File: config.mk
export PLATFORM = sky130hd
export DESIGN_NAME = food_order_arbiter
export DESIGN_NICKNAME = d
export VERILOG_FILES = /design/src/rtl/food_order_arbiter.sv
export SDC_FILE = /design/constraint.sdc
export NUM_CORES = 1
export LEC_CHECK = 0
export ABC_CLOCK_PERIOD_IN_PS = 3660
export BUFFER_PORTS_ARGS = -buffer_cell sky130_fd_sc_hd__clkbuf_2
export CAP_MARGIN = 5
export CORE_MARGIN = 4
export CORE_UTILIZATION = 35
export DETAILED_ROUTE_END_ITERATION = 16
export GPL_TIMING_DRIVEN = 0
export PLACE_DENSITY_LB_ADDON = 0.2
export SLEW_MARGIN = 5
export SYNTH_ARGS = -nofsm -noshare
export SYNTH_HDL_FRONTEND = slang
export SYNTH_SLANG_ARGS = --single-unit
export TNS_END_PERCENT = 30
File: constraint.sdc
create_clock -name clk -period 3.66 [get_ports clk]
set_input_delay 0.732 -clock clk [delete_from_list [all_inputs] [get_ports clk]]
set_output_delay 0.732 -clock clk [all_outputs]
set_load 0.03 [all_outputs]
File: src/rtl/food_order_arbiter.sv
// food_order_arbiter
//   Shares one vending core between two customer ports. Requests are granted
//   round-robin, one transaction at a time. Each transaction is either issued
//   to the core or rejected locally. A hung core is aborted after VEND_TIMEOUT
//   wait cycles. The result is returned to the granted port with a one-cycle
//   ack.
//
//   Optional feature: define FOOD_ARB_STOCK_EN to compile in per-item stock
//   counters, out-of-stock rejection and the stock_empty flags. Without it,
//   stock_empty is tied to zero and STOCK_INIT has no effect.
//
// Parameters
//   VEND_TIMEOUT  max WAIT cycles before abort (1..255)
//   STOCK_INIT    per-item stock after reset (0..15), stock build only
//
// Ports
//   clk, rst                      clock, synchronous active-high reset
//   req_a/b, choice_a/b, money_a/b  customer requests (held until ack)
//   ack_a/b                       one-cycle completion pulse to the port
//   item_out, change_out          result, updated in the ack cycle and held
//   vend_start                    one-cycle start pulse to the core
//   vend_choice, vend_money       granted transaction, held ISSUE..WAIT
//   vend_done, vend_item, vend_change  core completion and result
//   busy                          high whenever the FSM is not IDLE
//   stock_empty                   bit i-1 set when item i stock is zero
//
// States
//   IDLE    | waiting for a request; grants and latches the order
//   ISSUE   | pulses vend_start, clears the wait counter
//   WAIT    | waiting for vend_done or timeout
//   RESPOND | acks the granted port with item/change
module food_order_arbiter #(
  parameter int VEND_TIMEOUT = 15,
  parameter int STOCK_INIT   = 3
) (
  input  logic       clk,
  input  logic       rst,
  input  logic       req_a,
  input  logic       req_b,
  input  logic [2:0] choice_a,
  input  logic [2:0] choice_b,
  input  logic [2:0] money_a,
  input  logic [2:0] money_b,
  output logic       ack_a,
  output logic       ack_b,
  output logic [2:0] item_out,
  output logic [2:0] change_out,
  output logic       vend_start,
  output logic [2:0] vend_choice,
  output logic [2:0] vend_money,
  input  logic       vend_done,
  input  logic [2:0] vend_item,
  input  logic [2:0] vend_change,
  output logic       busy,
  output logic [3:0] stock_empty
);

  typedef enum logic [1:0] {IDLE, ISSUE, WAIT, RESPOND} state_t;

  localparam logic [7:0] WAIT_LAST = 8'(VEND_TIMEOUT - 1);

  state_t     state, state_nxt;
  logic       last_b;     // last granted port (1 = B); also the current grant
  logic [7:0] wait_cnt;

  logic       any_req;
  logic       pick_b;
  logic [2:0] sel_choice;
  logic [2:0] sel_money;
  logic [1:0] sel_idx;
  logic       choice_ok;
  logic       in_stock;
  logic       accept;
  logic       timeout;

  assign any_req    = req_a | req_b;
  // Tie goes to the port that was not granted last.
  assign pick_b     = req_b & (~req_a | ~last_b);
  assign sel_choice = pick_b ? choice_b : choice_a;
  assign sel_money  = pick_b ? money_b  : money_a;
  assign sel_idx    = 2'(sel_choice - 3'd1);
  assign choice_ok  = (sel_choice >= 3'd1) && (sel_choice <= 3'd4);
  assign accept     = choice_ok & in_stock;
  assign timeout    = (wait_cnt == WAIT_LAST);

  assign busy  = (state != IDLE);
  assign ack_a = (state == RESPOND) & ~last_b;
  assign ack_b = (state == RESPOND) &  last_b;

  always_comb begin
    state_nxt  = state;
    vend_start = 1'b0;
    case (state)
      IDLE: begin
        if (any_req) state_nxt = accept ? ISSUE : RESPOND;
      end
      ISSUE: begin
        vend_start = 1'b1;
        state_nxt  = WAIT;
      end
      WAIT: begin
        if (vend_done || timeout) state_nxt = RESPOND;
      end
      RESPOND: state_nxt = IDLE;
      default: state_nxt = IDLE;
    endcase
  end

  always_ff @(posedge clk) begin
    if (rst) begin
      state       <= IDLE;
      last_b      <= 1'b1;
      wait_cnt    <= 8'd0;
      vend_choice <= 3'd0;
      vend_money  <= 3'd0;
      item_out    <= 3'd0;
      change_out  <= 3'd0;
    end else begin
      state <= state_nxt;
      case (state)
        IDLE: begin
          if (any_req) begin
            last_b      <= pick_b;
            vend_choice <= sel_choice;
            vend_money  <= sel_money;
            if (!accept) begin
              item_out   <= 3'd0;
              change_out <= sel_money;
            end
          end
        end
        ISSUE: wait_cnt <= 8'd0;
        WAIT: begin
          wait_cnt <= wait_cnt + 8'd1;
          // A done arriving on the timeout cycle still counts as a result.
          if (vend_done) begin
            item_out   <= vend_item;
            change_out <= vend_change;
          end else if (timeout) begin
            item_out   <= 3'd0;
            change_out <= vend_money;
          end
        end
        default: ;
      endcase
    end
  end

`ifdef FOOD_ARB_STOCK_EN
  logic [3:0] stock [4];
  logic [1:0] done_idx;
  logic       done_item_ok;

  assign done_idx     = 2'(vend_item - 3'd1);
  assign done_item_ok = (vend_item >= 3'd1) && (vend_item <= 3'd4);
  assign in_stock     = (stock[sel_idx] != 4'd0);

  // Only a real core completion consumes stock; aborts and rejects do not.
  always_ff @(posedge clk) begin
    if (rst) begin
      for (int i = 0; i < 4; i++) stock[i] <= 4'(STOCK_INIT);
    end else if ((state == WAIT) && vend_done && done_item_ok &&
                 (stock[done_idx] != 4'd0)) begin
      stock[done_idx] <= stock[done_idx] - 4'd1;
    end
  end

  always_comb begin
    stock_empty = 4'b0000;
    for (int i = 0; i < 4; i++) stock_empty[i] = (stock[i] == 4'd0);
  end
`else
  assign in_stock    = 1'b1;
  assign stock_empty = 4'b0000;
`endif

endmodule

==> impl_metrics.ini, run 1 <==
[power]
leakage_uw = 0.000749
clkPwrFrac = 0.158
p_int_uw = 561
p_total_uw = 1000
comb_power_share = 0.502
power.density_mw_per_mm2 = 617
p_seq_frac = 0.340
power_switching_uw = 444
switching_share = 0.442
ir_worst_vdd_mv = 0.309

[floorplan]
start_util = 0.362
die-area_mm2 = 0.00483
core-area_mm2 = 0.00366
die_h_um = 69.5
io_pins = 43
die_w_um = 69.5
num_rows = 22

[synthesis]
synthTopCellsByCount = dfxtp_1, nand2_1, mux2i_1, nor2_1
synth-seq-cells = 23
seq_area_frac_synth = 0.347
synth_top_area_share = 0.347
synthTopCellsByArea = dfxtp_1, mux2i_1, ha_1
synth.distinct_cells = 39
synth_area_per_cell_um2 = 8.77
synth_mux_area_frac = 0.116
yosysWarnings = 0
synth_most_common_cell = dfxtp_1
async_flop_share = 0
synth_compound_area_frac = 0.166
synthSimpleGateAreaFrac = 0.212
synth_area_mm2 = 0.00133
syn_inst = 151
synth_top_cell_by_area = dfxtp_1
synth_top_family_by_area = simple AND/OR/NAND/NOR gates
synth_fa_ha_area_frac = 0.0661
synthFlopType = dfxtp_1
synth-edff-count = 0
synth_xor_area_frac = 0.0264

[routing]
initialDrtViolationCount = 41
drt-total-wl_mm = 2.98
drc = 0
route.vias.total = 1193
ant_nets = 0
drt_pass1_iterations = 4
viasPerCell = 4.91
wl_per_cell_um = 12.3

[critical_path]
crit_top_cell = inv_1
critical_path.max_stage_delay_ps = 390
crit_slowest_cell = dfxtp_1
crit_fanout = 6
path_class = reg -> out
rrSetupSlack_ps = 1810
required_ps = 2930
path_cells = inv_1 -> ha_1 -> inv_1 -> clkbuf_2
worstSetupEndpointType = primary output
cp-start-kind = flip-flop
worst_ep_arrival_time_ps = 1430

[place]
hpwl_mm = 2.43
numPortBuffers = 37
post-place-cells = 239
dp_slack_ps = 1570
gp_congestion = 0.838

[sta]
fin_skew_ps = 1.67
hold_viol_final = 0
relSlewSlack = 0.659
fin_ws_ps = 1490
tightestPinTransition_ps = 510
tns_ps = 0
max_freq_ghz = 0.462
drv_slew = 0
fin_crit_sh = 0.592
period_minus_slack_ps = 2170
finalSetupViolCount = 0
rsz0062_at_grt = no

[final_layout]
stdcell_count = 243
drive_gt1_frac = 0.303
nets = 226
antennaDiodeCount = 0
area_delta_synth_final_pct = 22.9

[cts]
cts_buffers = 3
clkTransAtPathRegs_ps = 80
root_buffer = clkbuf_8
cts_buffer_depth = 2
cts_resized = 0
h-tree-depth = 1
cts_hold_repair.buffers = 0
cts_tree = done
clkLatencyLatePin_ps = 260
post-cts-setup-buffers = 0
cts_sinks = 23

[grt]
grt_pass1_vias = 1223
grt_pass1_wl_mm = 5.29
grt_max_degree = 14
overflow = 0
antenna_found_initial = 0
grt_use_total = 0.130

[flow_run]
cap_viol_max_count = 0

[worst_hold_path]
hold_path.class = reg -> reg

[run_status]
status = completed
metal layers:
metal | vias up | track usage | share of wire
li1 | 606 | - | -
met1 | 555 | 0.159 | 0.46
met2 | 30 | 0.228 | 0.48
met3 | 2 | 0.0406 | 0.059
met4 | 0 | 0.0195 | 0.0030
met5 | - | 0 | 0
per-stage QoR:
stage / hold slack [ps] / utilization / cell area (um^2)
2_1_floorplan: 458 / - / 1340
3_3_place_gp: 444 / 0.432 / 1580
3_5_place_dp: 460 / 0.432 / 1580
4_1_cts: 474 / 0.445 / 1630
5_1_grt: 491 / 0.445 / 1630
6_report: 469 / 0.445 / 1630
power by group through the flow:
stage	Combinational, uW	Clock, uW	Sequential (uW)
after floorplan	320	0	409
after global placement	500	0	344
after detailed placement	508	0	349
after CTS	510	166	343
after global routing	559	176	349
final	504	158	342
state kept, by name, summed over array words and instances (netlist names):
name and count:
vend_choice 3, item_out 3, wait_cnt 8, vend_money 3
state 2, change_out 3, last_b 1
kinds of logic (layout without fill, tap and decap cells):
| logic type | count (synthesis) | after routing |
|---|---|---|
| compound gates | 28 | 28 |
| fa+ha+maj | 7 | 7 |
| buf+inv | 16 | 57 |
| flops | 23 | 23 |
| other cells | 1 | 4 |
| xor+xnor | 4 | 4 |
| mux | 15 | 15 |
| simple gates | 57 | 57 |
critical path, delay by kind of cell (launching register included):
family,cells,cell delay [ps]
DFF,1,390
adders and majority gates,1,280
buffers and inverters,3,510
area by class of cell:
type / instances / area [um^2]
multi-input cells: 115 / 792
clock buffers: 3 / 41.3
flip-flops and latches: 23 / 460
repair buffers: 37 / 185
plain buffers: 10 / 61.3
inverters: 6 / 22.5
fillers: 386 / 2030
well taps: 48 / 60.1
clock inverters: 1 / 5.00
path summary, 6_finish.rpt:
check / start / end / cells past startpoint
worst min-delay path: item_out[1] / item_out[1] / 2
worst max register to register: state[0] / change_out[1] / 6
worst max-delay path: state[0] / busy / 4
worst min register to register: item_out[1] / item_out[1] / 2
cell usage in the layout, fill, tap and decap left out, drive strengths merged, types with 2 or more instances in the layout:
cell type  synthesis  layout
mux2               3       3
conb               1       4
nor3               2       2
o21ai              5       5
a311oi             4       4
nand2b             2       2
a21oi              7       7
dfxtp             23      23
nor2              13      13
ha                 7       7
inv                6       6
nand3              3       3
buf                6       6
or3                4       4
xor2               4       4
nand2             22      22
o211ai             3       3
and3               3       3
a211oi             3       3
clkbuf             4      44
mux2i             12      12
nand4              3       3
Power figures use the tool's default switching activity.
==> run 2, diff against run 1 <==
ABC_CLOCK_PERIOD_IN_PS = 1800   (was 3660)
clock period = 1.8 ns   (was 3.66 ns; I/O delays follow)
==> impl_metrics.ini, run 2 (synthesis results as in run 1) <==
[routing]
initialDrtViolationCount = 46
route.vias.total = 1211
viasPerCell = 4.94
wl_per_cell_um = 12.3
drt_pass1_iterations = 2
ant_nets = 0
drt-total-wl_mm = 3.02
drc = 0

[worst_hold_path]
hold_path.class = in -> reg

[place]
hpwl_mm = 2.43
numPortBuffers = 37
gp_congestion = 0.838
placed_cell_area_mm2 = 0.00158

[power]
power.density_mw_per_mm2 = 1280
p_total_uw = 2130
ir_worst_vdd_mv = 0.616
leakage_uw = 0.000765

[critical_path]
worst_ep_arrival_time_ps = 1380
r2r_cells = 7
path_class = reg -> out
timing.critical_path.from = state[0]
required_ps = 1440
worstSetupEndpointType = primary output
rrSetupSlack_ps = 80
crit_fanout = 6
reg2reg_from = wait_cnt[0]
endpoint = busy
cp-start-kind = flip-flop
r2r_end = change_out[1]

[final_layout]
final_cell_mix = clkbuf_2, nand2_1, dfxtp_1
area_delta_synth_final_pct = 25.9
final_common_cell = clkbuf_2
regMostFlops = wait_cnt
fin_area_mm2 = 0.00167
fillers = 383
antennaDiodeCount = 0
largest_reg_flops = 8
drive_gt1_frac = 0.325
nets = 228

[flow_run]
cap_viol_max_count = 0

[sta]
fin_skew_ps = 1.46
fin_crit_sh = 0.966
hold_viol_final = 0
drv_slew = 0
max_freq_ghz = 0.575
finalSetupViolCount = 0
period_minus_slack_ps = 1740
rsz0062_at_grt = yes

[floorplan]
start_util = 0.362
die_h_um = 69.5
core-area_mm2 = 0.00366
io_pins = 43
num_rows = 22
die-area_mm2 = 0.00483
die_w_um = 69.5

[grt]
antenna_found_initial = 0
grt_pass1_vias = 1233
grt_pass1_wl_mm = 5.33
grt_max_degree = 14
grt_use_total = 0.132
overflow = 0

[run_status]
status = completed

[cts]
cts_tree = done
clkLatencyLatePin_ps = 260
root_buffer = clkbuf_8
h-tree-depth = 1
cts_sinks = 23
clkTransAtPathRegs_ps = 80
cts_hold_repair.buffers = 0
cts_buffers = 3
cts_buffer_depth = 2
==> run 2: worst min-delay path by stage <==
| stage | end | start | slack, ps | cells past startpoint |
|---|---|---|---|---|
| finish | item_out[2] | vend_item[2] | 320 | 3 |
| global route | item_out[2] | vend_item[2] | 320 | 3 |
| CTS | item_out[2] | vend_item[2] | 320 | 3 |
| detailed placement | item_out[2] | item_out[2] | 460 | 2 |
| global placement | item_out[2] | item_out[2] | 440 | 2 |
| floorplan | wait_cnt[7] | wait_cnt[7] | 460 | 2 |
==> run 2: per-layer routing <==
layer / GRT usage / vias to the layer above / part of all wire
met3: 0.0406 / 2 / 0.057
met1: 0.160 / 571 / 0.45
met2: 0.229 / 28 / 0.48
met5: 0 / - / 0
met4: 0.0260 / 0 / 0.0060
li1: - / 610 / -
==> run 2: where the power goes <==
group          total [uW]  leakage, uW  switching [uW]  internal, uW
sequential            698     0.000189            80.8           617
combinational        1110     0.000551             675           436
clock                 319    0.0000255             164           154
==> run 2: layout make-up <==
cell class                 instances  area (um^2)  share of cell area
buffer                            10         63.8              0.0383
clock buffer                       3         41.3              0.0248
tap                               48         60.1              0.0360
inverter                           6         22.5              0.0135
clock inverter                     1         5.00             0.00300
multi-input combinational        115          797               0.478
timing repair buffer              39          215               0.129
sequential                        23          463               0.278
==> run 2: what timing repair did <==
action | CTS | global route
pin swaps | 1 | 0
gates resized for setup | 2 | 4
buffers inserted | 1 | 1
hold endpoints to repair | 0 | 0
setup endpoints to repair | 7 | 11
==> run 2: critical path, cell delays in order (launching register included) <==
cell	delay, ps
dfxtp_1	390
inv_1	100
ha_1	290
inv_2	140
clkbuf_4	200
==> run 2: stage by stage <==
stage	util	setup TNS, ps	hold WS, ps	setup WS, ps	instances
floorplan	-	0	458	10.4	154
global placement	0.432	0	444	20.2	239
detailed placement	0.432	-260	460	-55.9	239
CTS	0.451	0	318	21.3	244
global route	0.456	-11.6	323	-11.6	245
finish	0.456	0	322	61.4	245
